### src/rtl/bcd_serial_add_ctrl.sv
// Digit-serial packed-BCD adder controller: one shared digit slice stepped LSD-first
// under a start/ready handshake, with registered sum/cout/err and a one-cycle done pulse.
//
// state | meaning
// IDLE  | waiting for start; ready=1
// ADD   | one digit per cycle, index 0..DIGITS-1; busy=1
// DONE  | results just loaded; done=1 for one cycle
module bcd_serial_add_ctrl #(
   parameter int DIGITS = 4
) (
   input  logic                  clk,
   input  logic                  rst,
   input  logic                  start,
   input  logic                  abort,
   input  logic [4*DIGITS-1:0]   a,
   input  logic [4*DIGITS-1:0]   b,
   input  logic                  cin,
   output logic                  ready,
   output logic                  busy,
   output logic                  done,
   output logic [4*DIGITS-1:0]   sum,
   output logic                  cout,
   output logic                  err
);

   localparam int W  = 4 * DIGITS;
   localparam int IW = (DIGITS > 1) ? $clog2(DIGITS) : 1;
   localparam logic [IW-1:0] LAST_IDX = IW'(DIGITS - 1);

   typedef enum logic [1:0] {
      IDLE = 2'd0,
      ADD  = 2'd1,
      DONE = 2'd2
   } state_t;

   state_t          state, state_next;
   logic [IW-1:0]   index;
   logic            carry;
   logic            err_acc;
   logic [W-1:0]    op_a, op_b, work;

   logic [3:0]      a_d, b_d, digit;
   logic [4:0]      t, t_adj;
   logic            carry_next, err_next, last;
   logic [W-1:0]    work_next;

   assign ready = (state == IDLE);
   assign busy  = (state == ADD);
   assign done  = (state == DONE);

   // Shared single-digit BCD slice acting on the digit selected by index
   always_comb begin
      a_d        = op_a[4*index +: 4];
      b_d        = op_b[4*index +: 4];
      t          = {1'b0, a_d} + {1'b0, b_d} + {4'b0000, carry};
      t_adj      = t + 5'd6;
      carry_next = (t > 5'd9);
      digit      = carry_next ? t_adj[3:0] : t[3:0];
      err_next   = err_acc | (a_d > 4'd9) | (b_d > 4'd9);
      work_next  = work;
      work_next[4*index +: 4] = digit;
      last       = (index == LAST_IDX);
   end

   always_comb begin
      state_next = state;
      case (state)
         IDLE: if (start) state_next = ADD;
         ADD: begin
            if (abort)     state_next = IDLE;
            else if (last) state_next = DONE;
         end
         DONE:    state_next = IDLE;
         default: state_next = IDLE;
      endcase
   end

   always_ff @(posedge clk or posedge rst) begin
      if (rst) state <= IDLE;
      else     state <= state_next;
   end

   always_ff @(posedge clk or posedge rst) begin
      if (rst) begin
         index   <= '0;
         carry   <= 1'b0;
         err_acc <= 1'b0;
         op_a    <= '0;
         op_b    <= '0;
         work    <= '0;
         sum     <= '0;
         cout    <= 1'b0;
         err     <= 1'b0;
      end else begin
         case (state)
            IDLE: begin
               if (start) begin
                  op_a    <= a;
                  op_b    <= b;
                  carry   <= cin;
                  index   <= '0;
                  work    <= '0;
                  err_acc <= 1'b0;
               end
            end
            ADD: begin
               if (abort) begin
                  index   <= '0;
                  carry   <= 1'b0;
                  err_acc <= 1'b0;
                  work    <= '0;
               end else begin
                  work    <= work_next;
                  carry   <= carry_next;
                  err_acc <= err_next;
                  index   <= index + 1'b1;
                  // Results are published on the edge that enters DONE
                  if (last) begin
                     sum  <= work_next;
                     cout <= carry_next;
                     err  <= err_next;
                  end
               end
            end
            default: ;
         endcase
      end
   end

endmodule

### config.mk
export PLATFORM = sky130hd
export DESIGN_NAME = bcd_serial_add_ctrl
export DESIGN_NICKNAME = d
export VERILOG_FILES = /design/src/rtl/bcd_serial_add_ctrl.sv
export SDC_FILE = /design/constraint.sdc
export NUM_CORES = 1
export LEC_CHECK = 0
export ABC_AREA = 1
export CAP_MARGIN = 20
export CELL_PAD_IN_SITES_DETAIL_PLACEMENT = 0
export CELL_PAD_IN_SITES_GLOBAL_PLACEMENT = 2
export CORE_MARGIN = 2
export CORE_UTILIZATION = 35
export CTS_CLUSTER_SIZE = 16
export DETAILED_ROUTE_END_ITERATION = 10
export HOLD_SLACK_MARGIN = 0.15
export PLACE_DENSITY = 0.91
export SYNTH_ARGS = -nofsm -noshare
export SYNTH_HDL_FRONTEND = slang
export SYNTH_SLANG_ARGS = --single-unit
export TNS_END_PERCENT = 30
### constraint.sdc
create_clock -name clk -period 4.67 [get_ports clk]
set_input_delay 0.7005 -clock clk [delete_from_list [all_inputs] [get_ports clk]]
set_output_delay 0.7005 -clock clk [all_outputs]
set_load 0.01 [all_outputs]
==> results.sh <==
export IMPL_grt_ovfl_total=0
export IMPL_hold_viol=0
export IMPL_synthTopCellsByArea="dfrtp_1 (49%), nand2_1 (13%), mux2_2 (9.2%)"
export IMPL_gp_congestion=0.860
export IMPL_rows=37
export IMPL_io_buffers=57
export IMPL_max_slew_margin_pct=46.4
export IMPL_cts_sinks=72
export IMPL_ir_drop_v=0.000279
export IMPL_dieHeight_um=106
export IMPL_crit_type="flip-flop to flip-flop"
export IMPL_tightest_slew_ns=0.802
export IMPL_final_common_cell="nand2_1"
export IMPL_drtIter0Drc=137
export IMPL_rrSetupSlack_ns=1.26
export IMPL_htree_levels=3
export IMPL_ant_nets=0
export IMPL_fp_dieW_um=106
export IMPL_final_util_pct=44.0
export IMPL_clk_latency_ns=0.37
export IMPL_io_pins=58
export IMPL_routed_wl_um=8390
export IMPL_hp_start="sum[1]"
export IMPL_syn_inst=399
export IMPL_cpLargestDelayFamily="adder cells"
export IMPL_syn_nets=448
export IMPL_swShare_pct=46.0
export IMPL_cts_buffers=9
export IMPL_nFillCells=985
export IMPL_rr_worst_depth=17
export IMPL_syn_avg_cell_area_um2=9.16
export IMPL_pwr_share_comb_pct=56.5
export IMPL_leakage_uw=0.00216
export IMPL_ys_warn_count=0
export IMPL_cts_resized=0
export IMPL_status="complete, no violations"
export IMPL_arrival_ns=3.65
export IMPL_start_util_pct=35.7
export IMPL_viasPerCell=4.71
export IMPL_core_area_um2=10200
export IMPL_dpl_hpwl_um=6010
export IMPL_root_buffer="clkbuf_8"
export IMPL_clk_path_buf_depth=2
export IMPL_setup_viol=0
export IMPL_grt_pass1_wl_um=14100
export IMPL_postCtsHoldBufs=0
export IMPL_diodes=0
export IMPL_cp_max_fo=20
export IMPL_p_sw_uw=1360
export IMPL_seq_power_share_pct=28.8
export IMPL_tns_ns=0
export IMPL_max_stage_delay_ns=0.57
export IMPL_worstHoldPathType="flip-flop to flip-flop"
export IMPL_p_int_uw=1600
export IMPL_ys_types=35
export IMPL_r2r_end="work[11]"
export IMPL_final_nets=505
export IMPL_dr_pass1_iters=4
export IMPL_r2r_start="index[0]"
export IMPL_cts_tree="done"
export IMPL_grt_max_degree=41
export IMPL_drv_slew=0
export IMPL_fmax_mhz=293
export IMPL_holdPathEnd="sum[1]"
export IMPL_synth_top_cell_area_share_pct=49.3
export IMPL_critPathRequiredTime_ns=4.90
export IMPL_seq_area_frac_synth_pct=49.3
export IMPL_crit_chain="inv_2, o21ai_0, o22ai_1, fa_1, fa_1, inv_1, ha_1, inv_1, nor2_1, a21oi_2, nand2_2, nand2_4, nand2_2, nand4_1, o21ai_1, nand2_1, o21ai_0"
export IMPL_maxCapViolations=0
export IMPL_crit_slowest_cell="fa_1"
export IMPL_syn_to_final_growth_pct=23.1
export IMPL_track_usage_pct=16.2
export IMPL_cts_setup_buffers=0
export IMPL_end_kind="flip-flop"
export IMPL_period_needed_ns=3.41
export IMPL_synth_top_area_cell="dfrtp_1"
export IMPL_fin_crit_sh_pct=73.1
export IMPL_finalClockSkew_ns=0.00842
export IMPL_rsz0062_at_grt="no"
export IMPL_final_cell_mix="nand2_1 (127), dfrtp_1 (72), clkdlybuf4s50_1 (57), inv_1 (39), mux2_2 (30)"
export IMPL_cp_start_kind="flip-flop"
export IMPL_grt_pass1_vias=2820
export IMPL_post_drt_wl_per_cell_um=14.0
export IMPL_clkPwrFrac_pct=14.7
export IMPL_synth_seq_cells=72
export IMPL_vias=2814
export IMPL_power_density_nw_per_um2=657
export IMPL_cp_buffers_inverters=3
export IMPL_dieArea_um2=11300
export IMPL_route_detailed_drc=0
export IMPL_drive_above_1_share_pct=15.8
export IMPL_antenna_found_initial=0
export IMPL_clk_pin_slew_ns=0.07
export IMPL_worstHoldPathCells=2
export IMPL_syn_area_um2=3650
-- sequential cells by signal, indices dropped and copies added, names as in the netlist, 2 cells and up --
register,flops
op_a,16
op_b,16
sum,16
work,16
index,2
state,2
-- cells by family after synthesis --
group	after synthesis	synth area share, %
simple gates	182	22.1
buf+inv	56	6.50
fa+ha+maj	12	4.52
flops	72	49.3
mux	30	9.24
compound gates	47	8.32
-- Yosys cell counts --
master and number:
nand4_2 1, a32o_1 4, nand2_1 127, nand3_1 9
nor2_2 1, clkinv_1 1, nor4_4 1, buf_2 7
dfrtp_1 72, nand4_1 5, fa_1 2, inv_1 40
nand3_2 3, nand2_2 11, nand3b_1 1, nand2_4 1
a21oi_4 1, o21bai_2 2, o21ai_1 2, nor2_1 19
nor3_2 1, a21oi_1 7, ha_1 10, nor3_1 1
clkbuf_1 1, nor2_4 1, a21oi_2 1, mux2_2 30
o22ai_1 9, a22oi_1 1, a22o_1 1, buf_4 5
a32oi_1 1, o21ai_0 18, inv_2 2
-- per-layer routing --
layer  up-vias  track usage, %  wire, µm
met3        15            2.27       330
met1      1329            22.4      4160
li1       1406               -         -
met4         0            7.89       187
met2        64            24.9      3710
met5         -               0         0
-- layout make-up --
class / instances / area [µm²] / area share (%)
tap: 136 / 170 / 3.78
inverter: 43 / 161 / 3.59
sequential: 72 / 1800 / 40.0
timing repair buffer: 59 / 586 / 13.0
clock buffer: 12 / 145 / 3.23
multi-input combinational: 271 / 1620 / 35.9
clock inverter: 4 / 20.0 / 0.445
-- how the worst max path moves through the flow --
stage	startpoint	to	slack, ns	cells past startpoint
floorplan	index[0]	work[3]	1.62	18
global route	index[0]	work[11]	0.96	17
detailed placement	index[0]	work[11]	1.23	18
finish	index[0]	work[11]	1.26	17
CTS	index[0]	work[11]	1.22	18
global placement	index[0]	work[11]	1.40	17
-- per-stage QoR --
stage | instances | hold slack [ns] | instance area [µm²] | total power, µW | setup WS, ns
after floorplan | 399 | 0.449 | 3650 | 2140 | 1.62
after global placement | 581 | 0.462 | 4330 | 2510 | 1.40
after detailed placement | 581 | 0.464 | 4330 | 2530 | 1.23
after CTS | 597 | 0.484 | 4500 | 2980 | 1.22
after global routing | 597 | 0.507 | 4500 | 3210 | 0.965
final | 597 | 0.476 | 4500 | 2960 | 1.26
-- tightest hold or removal path: cells and delay by family, from the launching register on --
kind / cells / cell delay (ns)
DFF: 1 / 0.34
and+or+nand+nor: 2 / 0.10
-- power groups by stage --
stage / Combinational, µW / Clock [µW] / Sequential, µW
2_1_floorplan: 1300 / 0 / 838
3_3_place_gp: 1650 / 0 / 861
3_5_place_dp: 1670 / 0 / 863
4_1_cts: 1670 / 449 / 853
5_1_grt: 1870 / 477 / 870
6_report: 1670 / 436 / 851
Power figures use the tool's default switching activity.
